==> src/rtl/obi_mem_arbiter.sv <==
// Two-requester OBI arbiter (fetch m0, MEM m1) onto one shared memory port, with in-order response routing.
// Build option: OBI_ARB_ROUND_ROBIN_EN selects round-robin arbitration; otherwise m1 has fixed priority over m0.
module obi_mem_arbiter #(
    parameter int unsigned ADDR_WIDTH      = 32,
    parameter int unsigned DATA_WIDTH      = 32,
    parameter int unsigned MAX_OUTSTANDING = 2
) (
    input  logic                    clk_i,
    input  logic                    rstn_i,
    input  logic                    m0_req_i,
    output logic                    m0_gnt_o,
    input  logic [ADDR_WIDTH-1:0]   m0_addr_i,
    output logic                    m0_rvalid_o,
    output logic [DATA_WIDTH-1:0]   m0_rdata_o,
    output logic                    m0_err_o,
    input  logic                    m1_req_i,
    output logic                    m1_gnt_o,
    input  logic [ADDR_WIDTH-1:0]   m1_addr_i,
    input  logic                    m1_we_i,
    input  logic [DATA_WIDTH-1:0]   m1_wdata_i,
    input  logic [DATA_WIDTH/8-1:0] m1_be_i,
    output logic                    m1_rvalid_o,
    output logic [DATA_WIDTH-1:0]   m1_rdata_o,
    output logic                    m1_err_o,
    output logic                    s_req_o,
    output logic [ADDR_WIDTH-1:0]   s_addr_o,
    output logic                    s_we_o,
    output logic [DATA_WIDTH-1:0]   s_wdata_o,
    output logic [DATA_WIDTH/8-1:0] s_be_o,
    input  logic                    s_gnt_i,
    input  logic                    s_rvalid_i,
    input  logic [DATA_WIDTH-1:0]   s_rdata_i,
    input  logic                    s_err_i,
    output logic                    unexp_rsp_o
);

    localparam int unsigned BE_W  = DATA_WIDTH / 8;
    localparam int unsigned PTR_W = (MAX_OUTSTANDING > 1) ? $clog2(MAX_OUTSTANDING) : 1;
    localparam int unsigned CNT_W = $clog2(MAX_OUTSTANDING + 1);

    typedef enum logic [1:0] {
        ARB_FREE    = 2'd0,
        ARB_HELD_M0 = 2'd1,
        ARB_HELD_M1 = 2'd2
    } arb_state_e;

    arb_state_e                 state_q, state_d;
    logic                       sel_m1;
    logic                       sel_req;
    logic                       fifo_full;
    logic                       fifo_empty;
    logic                       push;
    logic                       pop;
    logic                       head_m1;
    logic [MAX_OUTSTANDING-1:0] owner_q;
    logic [PTR_W-1:0]           wr_ptr_q;
    logic [PTR_W-1:0]           rd_ptr_q;
    logic [CNT_W-1:0]           cnt_q;
    logic                       unexp_q;

    function automatic logic [PTR_W-1:0] ptr_inc(input logic [PTR_W-1:0] p);
        return (p == PTR_W'(MAX_OUTSTANDING - 1)) ? '0 : p + PTR_W'(1);
    endfunction

`ifdef OBI_ARB_ROUND_ROBIN_EN
    // Tie-break preference: set means m1 wins the next simultaneous request.
    logic rr_m1_q;

    always_ff @(posedge clk_i or negedge rstn_i) begin
        if (!rstn_i) begin
            rr_m1_q <= 1'b0;
        end else if (push) begin
            rr_m1_q <= ~sel_m1;
        end
    end
`endif

    // Lock state register: holds the presented requester while the address phase is ungranted.
    always_ff @(posedge clk_i or negedge rstn_i) begin
        if (!rstn_i) begin
            state_q <= ARB_FREE;
        end else begin
            state_q <= state_d;
        end
    end

    always_comb begin
        sel_m1  = 1'b0;
        sel_req = 1'b0;
        state_d = state_q;
        case (state_q)
            ARB_HELD_M0: begin
                sel_m1  = 1'b0;
                sel_req = m0_req_i;
            end
            ARB_HELD_M1: begin
                sel_m1  = 1'b1;
                sel_req = m1_req_i;
            end
            default: begin
                sel_req = m0_req_i | m1_req_i;
`ifdef OBI_ARB_ROUND_ROBIN_EN
                sel_m1  = (m0_req_i & m1_req_i) ? rr_m1_q : m1_req_i;
`else
                sel_m1  = m1_req_i;
`endif
            end
        endcase
        if (sel_req && !fifo_full) begin
            if (s_gnt_i) begin
                state_d = ARB_FREE;
            end else begin
                state_d = sel_m1 ? ARB_HELD_M1 : ARB_HELD_M0;
            end
        end
    end

    // Address phase: full FIFO is judged on registered occupancy so a same-cycle pop never feeds gnt.
    assign fifo_empty = (cnt_q == '0);
    assign fifo_full  = (cnt_q == CNT_W'(MAX_OUTSTANDING));
    assign s_req_o    = sel_req & ~fifo_full;
    assign s_addr_o   = sel_m1 ? m1_addr_i : m0_addr_i;
    assign s_we_o     = sel_m1 & m1_we_i;
    assign s_wdata_o  = sel_m1 ? m1_wdata_i : '0;
    assign s_be_o     = sel_m1 ? m1_be_i : {BE_W{1'b1}};
    assign push       = s_req_o & s_gnt_i;
    assign m0_gnt_o   = push & ~sel_m1;
    assign m1_gnt_o   = push & sel_m1;

    // Response phase: steer to the oldest outstanding owner; stray responses are dropped.
    assign pop         = s_rvalid_i & ~fifo_empty;
    assign head_m1     = owner_q[rd_ptr_q];
    assign m0_rvalid_o = pop & ~head_m1;
    assign m1_rvalid_o = pop & head_m1;
    assign m0_err_o    = pop & ~head_m1 & s_err_i;
    assign m1_err_o    = pop & head_m1 & s_err_i;
    assign m0_rdata_o  = s_rdata_i;
    assign m1_rdata_o  = s_rdata_i;
    assign unexp_rsp_o = unexp_q;

    // Owner FIFO and sticky stray-response flag.
    always_ff @(posedge clk_i or negedge rstn_i) begin
        if (!rstn_i) begin
            owner_q  <= '0;
            wr_ptr_q <= '0;
            rd_ptr_q <= '0;
            cnt_q    <= '0;
            unexp_q  <= 1'b0;
        end else begin
            if (push) begin
                owner_q[wr_ptr_q] <= sel_m1;
                wr_ptr_q          <= ptr_inc(wr_ptr_q);
            end
            if (pop) begin
                rd_ptr_q <= ptr_inc(rd_ptr_q);
            end
            if (push && !pop) begin
                cnt_q <= cnt_q + CNT_W'(1);
            end else if (pop && !push) begin
                cnt_q <= cnt_q - CNT_W'(1);
            end
            if (s_rvalid_i && fifo_empty) begin
                unexp_q <= 1'b1;
            end
        end
    end

endmodule

==> config.mk <==
export PLATFORM = sky130hd
export DESIGN_NAME = obi_mem_arbiter
export DESIGN_NICKNAME = d
export VERILOG_FILES = /design/src/rtl/obi_mem_arbiter.sv
export SDC_FILE = /design/constraint.sdc
export NUM_CORES = 1
export LEC_CHECK = 0
export BUFFER_PORTS_ARGS = -buffer_cell sky130_fd_sc_hd__buf_2
export CAP_MARGIN = 30
export CORE_AREA = 3 3 109 111
export CTS_BUF_LIST = sky130_fd_sc_hd__clkbuf_4
export DETAILED_ROUTE_END_ITERATION = 12
export DIE_AREA = 0 0 112 114
export HOLD_SLACK_MARGIN = 0.08
export PLACE_DENSITY = 0.49
export SLEW_MARGIN = 20
export SYNTH_ARGS = -nofsm -noshare
export SYNTH_HDL_FRONTEND = slang
export SYNTH_SLANG_ARGS = --single-unit
==> constraint.sdc <==
create_clock -name clk_i -period 1.8 [get_ports clk_i]
set_input_delay 0.09 -clock clk_i [delete_from_list [all_inputs] [get_ports clk_i]]
set_output_delay 0.09 -clock clk_i [all_outputs]
set_load 0.01 [all_outputs]
**Word-level counts from Yosys, hierarchy flattened**

Cells that the tools add are included.

- Output and inout bits: 141
- Bits in writable memories: 0
- Bits in latches: 0
- Bits of input ports: 140
- Flip-flop bits (word level): 9
- Memories: 0
- Memory bits (read-only): 0

- Multiplexer cells: 16
- Bitwise logic cells: 15
- Shift operators: 0
- Equality and inequality tests: 3
- Add/subtract/negate cells: 4
- Reductions and logical operators: 10
- Div/mod/pow operators: 0
- $mul: 0
- Order comparisons: 3

Operators with widths:

| operator | number |
|---|---|
| 32-bit 2-to-1 mux | 2 |
| 1-bit bitwise AND | 10 |
| 2-bit 2-to-1 mux | 4 |
| 1-bit logical AND | 5 |
| 1-bit 2-to-1 mux | 5 |
| 2-bit equality test, second input constant | 2 |
| 1-bit by 2-bit less-than comparator with 1-bit output, second input constant | 2 |
| 4-bit 2-to-1 mux | 1 |
| 1-bit NOT | 4 |
| 1-bit case mux with 2 select lines | 2 |
| 1-bit zero test | 3 |
| 1-bit adder, second input constant | 2 |
| 2-bit by 1-bit adder with 2-bit output, second input constant | 1 |
| 2-bit bitwise mux | 1 |
| 2-bit by 1-bit equality test with 1-bit output, second input constant | 1 |
| 2-bit zero test | 1 |
| 2-bit nonzero test | 1 |
| 2-bit by 1-bit subtractor with 2-bit output, second input constant | 1 |
| 1-bit demux with 1-bit select | 1 |
| 1-bit greater-or-equal comparator, second input constant | 1 |
| 1-bit OR | 1 |

**Logic depth before layout (Yosys ltp)**

Gate-level depths: netlist (run 1).

- Word-level depth: 8
- Mapped depth: 8

**Least setup slack after synthesis (run 1)**

Ideal clock, no wire load.

- Path kind: register to register
- Start: register state_q[0]
- End: register cnt_q[1]
- Data required time: 1.675 ns
- Path buffers: 0
- Arrival time: 1.770 ns
- Library setup time: 0.125 ns
- Setup slack: -0.095 ns
- Stages on the path, launching flop included: 9
- Cells stage by stage: dfrtp_1 -> inv_1 -> ha_1 -> nor3b_2 -> nor4_2 -> ha_1 -> xor2_1 -> nor2_1 -> xor2_1

- Cells in the longest elaborated chain, start to end: 7
- Elaborated cells between the ends (all ways): 10

Ends and longest elaborated chain:

| element | line | text |
|---|---|---|
| start, declared | 47 | `arb_state_e state_q, state_d;` |
| start signal, assigned | 83 | `state_q <= state_d;` |
| 2-bit equality test or 2-bit by 1-bit equality test with 1-bit output (tied branches) | 91 | `case (state_q)` |
| 1-bit case mux with 2 select lines (*) | 91 |  |
| 1-bit bitwise AND (*) | 121 | `assign s_req_o = sel_req & ~fifo_full;` |
| 1-bit bitwise AND (*) | 126 | `assign push = s_req_o & s_gnt_i;` |
| 1-bit zero test | 159 | `end else if (pop && !push) begin` |
| 1-bit logical AND | 159 |  |
| 2-bit nonzero test (no line) | n/a |  |
| end signal, assigned | 158 | `cnt_q <= cnt_q + CNT_W'(1);` |
| end signal, assigned | 160 | `cnt_q <= cnt_q - CNT_W'(1);` |
| end, declared | 58 | `logic [CNT_W-1:0] cnt_q;` |

Every way passes the cells marked *; elsewhere a longest branch is shown, timed or not.
A chain may end at the register's enable or synchronous reset.

**Worst setup path in the final report (run 1)**

- Start: register state_q[1]
- End: output s_wdata_o[10]

- Cells in the longest elaborated chain, start to end: 3
- Elaborated cells between the ends (all ways): 4

Ends and longest elaborated chain:

| element | line | text |
|---|---|---|
| 2-bit equality test or 2-bit by 1-bit equality test with 1-bit output (tied branches) | 91 |  |
| 1-bit case mux with 2 select lines (*) | 91 |  |
| 32-bit 2-to-1 mux (*) | 124 | `assign s_wdata_o = sel_m1 ? m1_wdata_i : '0;` |
| end, declared | 28 | `output logic [DATA_WIDTH-1:0] s_wdata_o,` |

Marked as above.

==> results.json, run 1 <==
{
  "slowest_delay_ns": 0.41,
  "synth-edff-count": 0,
  "slew_headroom_pct": 47.9,
  "ff_latch_area_um2": 225,
  "cp_max_fo": 7,
  "dp_slack_ns": -0.0820,
  "root_buffer": "clkbuf_4",
  "worstSetupEndpointType": "output pin",
  "final-max-slew-violation-count": 0,
  "fin_worst_skew_ns": 0.000816,
  "area_delta_synth_final_pct": 109,
  "reg2reg_slack_ns": -0.15,
  "first_global_vias": 2022,
  "routed_wl_mm": 8.48,
  "crit_family": "buffers and inverters",
  "synth_cells": 255,
  "hold_violations": 0,
  "required_ns": 1.71,
  "synth_seq_area_share_pct": 13.6,
  "numPortBuffers": 184,
  "yosys_most_used_dff": "dfrtp_1",
  "violations": "negative setup slack",
  "syn_nets": 398,
  "critPathLaunchType": "register",
  "cts_tree": "built",
  "power_frac_seq_pct": 6.6,
  "met1_length_mm": 2.86,
  "powerDensity_nw_per_um2": 1640,
  "tightest_slew_ns": 0.780,
  "dr.max_layer_used": "met4",
  "grt_max_degree": 27,
  "nets": 545,
  "ant_nets": 0,
  "die_height_um": 114,
  "rows": 38,
  "power_switching_share_pct": 43.1,
  "multi_input_area_um2": 1310,
  "die_w_um": 112,
  "grt.total_usage_pct": 9.73,
  "core_area_um2": 10900,
  "synth_area_leaders": "buf_4 29%, nand2_1 22%, dfrtp_1 14%",
  "status": "complete, but fails checks",
  "drc": 0,
  "dp_hpwl_mm": 5.19,
  "drt_iter0_drc": 21,
  "numCtsBuffers": 3,
  "p_leak_nw": 1.89,
  "critPathKind": "register to output pin",
  "syn_area_per_cell_um2": 6.50,
  "timing.critical_path.mode_cell": "buf_6",
  "overflow": 0,
  "n_antenna_cell": 0,
  "post-route-min-period_ns": 2.02,
  "synth_warnings": 0,
  "viasPerCell": 3.96,
  "setup_viol": 77,
  "gp_congestion": 0.709,
  "final_common_cell": "buf_2",
  "synth.distinct_cells": 25,
  "design_area_um2": 3460,
  "initial_core_util_pct": 15.2,
  "critPathBufInv": 3,
  "clk_latency_ns": 0.25,
  "vdd_drop_max_uv": 670,
  "post-place-cells": 513,
  "setup_slack_ns": -0.217,
  "drt-pass1-iter-count": 4,
  "htreeDepth": 1,
  "nFillCells": 1133,
  "placed_area_um2": 2370,
  "grt_pass1_wl_mm": 10.1,
  "ys_ff_latch": 9,
  "period_share_pct": 112,
  "power_switching_w": 0.00244,
  "arrival_ns": 1.93,
  "clock_sinks": 9,
  "combPwrFrac_pct": 90.4,
  "min_path_type": "primary input to output pin",
  "yosys.area.top_type": "buf_4",
  "max-cap-violations": 0,
  "clkPwrFrac_pct": 3.0,
  "async_reset_ff_share_pct": 100,
  "wl_per_cell_um": 15.7,
  "final_cell_mix": "141 x buf_2, 52 x buf_6, 43 x nand2_2",
  "wl_met2_mm": 4.73,
  "post_synth_instance_area_um2": 1660,
  "fmax_mhz": 496,
  "vias": 2140,
  "fin_cells": 541,
  "antenna_found_initial": 0,
  "synth_top_area_share_pct": 29.0,
  "crit_chain": "ha_4, buf_6, mux2_4, clkbuf_16, and2_4, buf_6",
  "p_int_w": 0.00323,
  "die_area_um2": 12800,
  "dr_wl_met3_um": 728,
  "rsz0062_at_grt": "true",
  "ios": 281,
  "final_layout_size_suffix_gt1_share_pct": 80.0,
  "clockBufferDepth": 2,
  "clkTransAtPathRegs_ns": 0.06,
  "cp_slowest_cell": "dfrtp_1"
}
cells by family after synthesis:
| kind of cell | after synthesis | share of synthesized area, % |
|---|---|---|
| flip-flops | 9 | 13.6 |
| AND/OR/NAND/NOR | 151 | 42.9 |
| multiplexers | 7 | 4.46 |
| buffers and inverters | 77 | 32.5 |
| adder cells (fa/ha/maj) | 3 | 2.27 |
| XOR/XNOR | 5 | 2.64 |
| AO/OA/AOI/OAI | 3 | 1.66 |
power by group through the flow:
stage	logic (W)	clock network (W)	registers, W
2_1_floorplan	0.00176	0	0.000359
3_3_place_gp	0.00274	0	0.000375
3_5_place_dp	0.00279	0	0.000379
4_1_cts	0.00366	0.000175	0.000375
5_1_grt	0.00550	0.000184	0.000385
6_report	0.00513	0.000168	0.000374
flip-flops by register name, indices dropped and copies added, names as in the netlist:
| signal | count |
|---|---|
| rd_ptr_q | 1 |
| wr_ptr_q | 1 |
| cnt_q | 2 |
| owner_q | 2 |
| state_q | 2 |
| unexp_rsp_o | 1 |
worst paths after layout:
kind	start	to	cells past startpoint
worst min-delay path	s_rdata_i[12]	m0_rdata_o[12]	0
worst max-delay path	state_q[1]	s_wdata_o[10]	6
worst min register to register	unexp_rsp_o	unexp_rsp_o	1
worst max register to register	state_q[0]	owner_q[0]	8
min in group asynchronous	rstn_i	rd_ptr_q	2
max in group asynchronous	rstn_i	state_q[1]	2
timing repair:
action / 4_1_cts / 5_1_grt
pin swaps: 9 / 69
gates resized for setup: 30 / 140
buffers inserted: 7 / 3
cloned: 4 / 9
hold buffers: 2 / 0
endpoints found under the setup margin: 75 / 77
endpoints found under the hold margin: 10 / 0
routing by layer:
layer | vias to the layer above | GRT usage (%)
met2 | 137 | 18.9
met5 | - | 0
met4 | 0 | 3.53
li1 | 1021 | -
met1 | 962 | 10.2
met3 | 20 | 2.18
through the flow:
| stage | total power, W | util, % | TNS (ns) | hold WS (ns) |
|---|---|---|---|---|
| floorplan | 0.00212 | - | -0.0220 | -0.206 |
| global placement | 0.00312 | 21.8 | -0.0275 | -0.0460 |
| detailed placement | 0.00317 | 21.8 | -0.0865 | -0.0501 |
| CTS | 0.00421 | 24.9 | -14.45 | 0.180 |
| global route | 0.00607 | 31.8 | -18.08 | 0.180 |
| finish | 0.00567 | 31.8 | -13.50 | 0.180 |
area by class of cell:
type / count / share of cell area, %
clock buffer: 4 / 0.868
inverter: 3 / 0.325
multi-input combinational: 170 / 37.9
sequential: 9 / 6.51
tap: 140 / 5.06
timing repair buffer: 215 / 49.4
synthesized netlist by cell type, drive strengths merged, types with 2 or more instances:
cell type	n
nand2	99
mux2i	4
nor2	3
clkbuf	3
buf	71
mux2	3
ha	3
nor4	3
xnor2	2
nor3b	2
nand2b	5
dfrtp	9
nor2b	2
and2	35
inv	3
xor2	3
worst register-to-register path: cells and delay by family (launching register included):
kind | cells | cell delay, ns
simple gates | 2 | 0.44
flops | 1 | 0.39
fa+ha+maj | 1 | 0.21
mux | 1 | 0.33
buf+inv | 4 | 0.46
No activity file was read; power rests on OpenSTA's default activity.
==> run 2, diff against run 1 <==
--- a/config.mk
+++ b/config.mk
@@ -7,12 +7,12 @@
 export LEC_CHECK = 0
 export BUFFER_PORTS_ARGS = -buffer_cell sky130_fd_sc_hd__buf_2
 export CAP_MARGIN = 30
-export CORE_AREA = 3 3 109 111
+export CORE_AREA = 2 2 108 110
 export CTS_BUF_LIST = sky130_fd_sc_hd__clkbuf_4
 export DETAILED_ROUTE_END_ITERATION = 12
-export DIE_AREA = 0 0 112 114
+export DIE_AREA = 0 0 110 112
 export HOLD_SLACK_MARGIN = 0.08
-export PLACE_DENSITY = 0.49
+export PLACE_DENSITY = 0.47
 export SLEW_MARGIN = 20
 export SYNTH_ARGS = -nofsm -noshare
 export SYNTH_HDL_FRONTEND = slang
==> results.json, run 2 (same netlist as run 1, synthesis figures left out) <==
{
  "vdd_drop_max_uv": 447,
  "p_leak_nw": 1.55,
  "violations": "negative setup slack",
  "drt-pass1-iter-count": 4,
  "crit_chain": "ha_4, buf_6, mux2_4, buf_12, and2_1, buf_2",
  "required_ns": 1.71,
  "area_delta_synth_final_pct": 59.3,
  "clk_latency_ns": 0.25,
  "htreeDepth": 1,
  "cp_slowest_cell": "dfrtp_1",
  "dp_hpwl_mm": 5.11,
  "cts_tree": "built",
  "cp_max_fo": 31,
  "first_global_vias": 1918,
  "p_int_w": 0.00202,
  "power_switching_share_pct": 46.5,
  "tightest_slew_ns": 0.543,
  "die_height_um": 112,
  "grt.total_usage_pct": 9.68,
  "ios": 281,
  "fin_worst_skew_ns": 0.00425,
  "rows": 39,
  "hold_violations": 0,
  "power_switching_w": 0.00175,
  "final_cell_mix": "173 x buf_2, 96 x nand2_1, 22 x and2_1",
  "overflow": 0,
  "post-route-min-period_ns": 1.97,
  "die_w_um": 110,
  "combPwrFrac_pct": 85.6,
  "worstSetupEndpointType": "output pin",
  "numPortBuffers": 184,
  "setup_slack_ns": -0.173,
  "rsz0062_at_grt": "true",
  "clock_sinks": 9,
  "numCtsBuffers": 3,
  "critPathLaunchType": "register",
  "gp_congestion": 0.733,
  "wl_per_cell_um": 12.1,
  "setup_viol": 73,
  "grt_max_degree": 32,
  "final-max-slew-violation-count": 0,
  "status": "complete, but fails checks",
  "reg.largest.list": "cnt_q: 2 flops, owner_q: 2 flops, state_q: 2 flops",
  "arrival_ns": 1.88,
  "viasPerCell": 3.77,
  "reg2reg_slack_ns": -0.01,
  "vias": 1986,
  "die_area_um2": 12300,
  "clkTransAtPathRegs_ns": 0.05,
  "clkPwrFrac_pct": 4.4,
  "post-place-cells": 515,
  "slowest_delay_ns": 0.41,
  "routed_wl_mm": 6.37,
  "drt_iter0_drc": 23,
  "powerDensity_nw_per_um2": 1430,
  "critPathKind": "register to output pin",
  "ant_nets": 0,
  "fin_cells": 527,
  "grt_pass1_wl_mm": 9.11,
  "period_share_pct": 110,
  "slew_headroom_pct": 63.7,
  "min_path_type": "primary input to output pin",
  "power.total_w": 0.00377,
  "power_frac_seq_pct": 10.0,
  "root_buffer": "clkbuf_4",
  "clockBufferDepth": 2,
  "drc": 0,
  "final_layout_size_suffix_gt1_share_pct": 59.8,
  "fmax_mhz": 507,
  "nets": 527,
  "initial_core_util_pct": 14.8,
  "max-cap-violations": 0,
  "antenna_found_initial": 4,
  "final_common_cell": "buf_2",
  "core_area_um2": 11200
}
run 2: cell types whose count changed in the layout (fill, tap and decap cells not counted), sizes merged:
cell	previous run	this run
buf	207	196
clkbuf	10	4
diode	0	1
mux2	4	3
run 2: path summary, 6_finish.rpt:
kind | from | to | cells past startpoint
worst min register to register | unexp_rsp_o | unexp_rsp_o | 1
worst max-delay path | state_q[1] | s_wdata_o[0] | 6
worst min-delay path | s_rdata_i[16] | m0_rdata_o[16] | 0
worst max register to register | state_q[1] | cnt_q[1] | 7
min in group asynchronous | rstn_i | unexp_rsp_o | 2
max in group asynchronous | rstn_i | state_q[1] | 2
run 2: metal layers:
| layer | track usage (%) | vias up | part of all wire [%] |
|---|---|---|---|
| met5 | 0 | - | 0.42 |
| met4 | 4.39 | 4 | 3.2 |
| met3 | 3.51 | 32 | 12 |
| met2 | 16.8 | 113 | 48 |
| met1 | 10.3 | 862 | 36 |
| li1 | - | 975 | - |
run 2: what timing repair did:
item,CTS,global route
pin swaps,7,1
gates cloned,2,0
resized for setup,12,28
endpoints found under the setup margin,75,75
hold endpoints to repair,10,0
setup buffers,2,1
hold buffers,2,0
run 2: power by group through the flow:
| stage | Clock (W) | Combinational, W | Sequential [W] |
|---|---|---|---|
| final | 0.000165 | 0.00323 | 0.000378 |
| after global routing | 0.000180 | 0.00357 | 0.000393 |
| after CTS | 0.000175 | 0.00303 | 0.000373 |
| after detailed placement | 0 | 0.00273 | 0.000377 |
| after global placement | 0 | 0.00268 | 0.000371 |
| after floorplan | 0 | 0.00176 | 0.000359 |
run 2: cell type report:
cell class	count	area, um^2
fillers	1274	8540
repair buffers	198	1160
multi-input cells	169	1030
flip-flops and latches	9	225
well taps	143	179
clock buffers	4	30.0
inverters	3	11.3
diodes	1	2.50
run 2: worst max-delay path: cells and delay by family, from the launching register on:
| kind | cells | cell delay, ns |
|---|---|---|
| adder cells (fa/ha/maj) | 1 | 0.29 |
| AND/OR/NAND/NOR | 1 | 0.17 |
| multiplexers | 1 | 0.35 |
| flip-flops | 1 | 0.41 |
| buffers and inverters | 3 | 0.40 |
run 2: metrics by stage:
step	hold slack (ns)	instance area, um^2	setup WS [ns]	utilization, %	TNS (ns)
2_1_floorplan	-0.206	1690	-0.0220	-	-0.0220
3_3_place_gp	-0.0455	2350	-0.0268	21.1	-0.0268
3_5_place_dp	-0.0468	2350	-0.0673	21.1	-0.128
4_1_cts	0.180	2500	-0.202	22.4	-11.65
5_1_grt	0.180	2640	-0.257	23.6	-15.76
6_report	0.180	2640	-0.173	23.6	-9.70
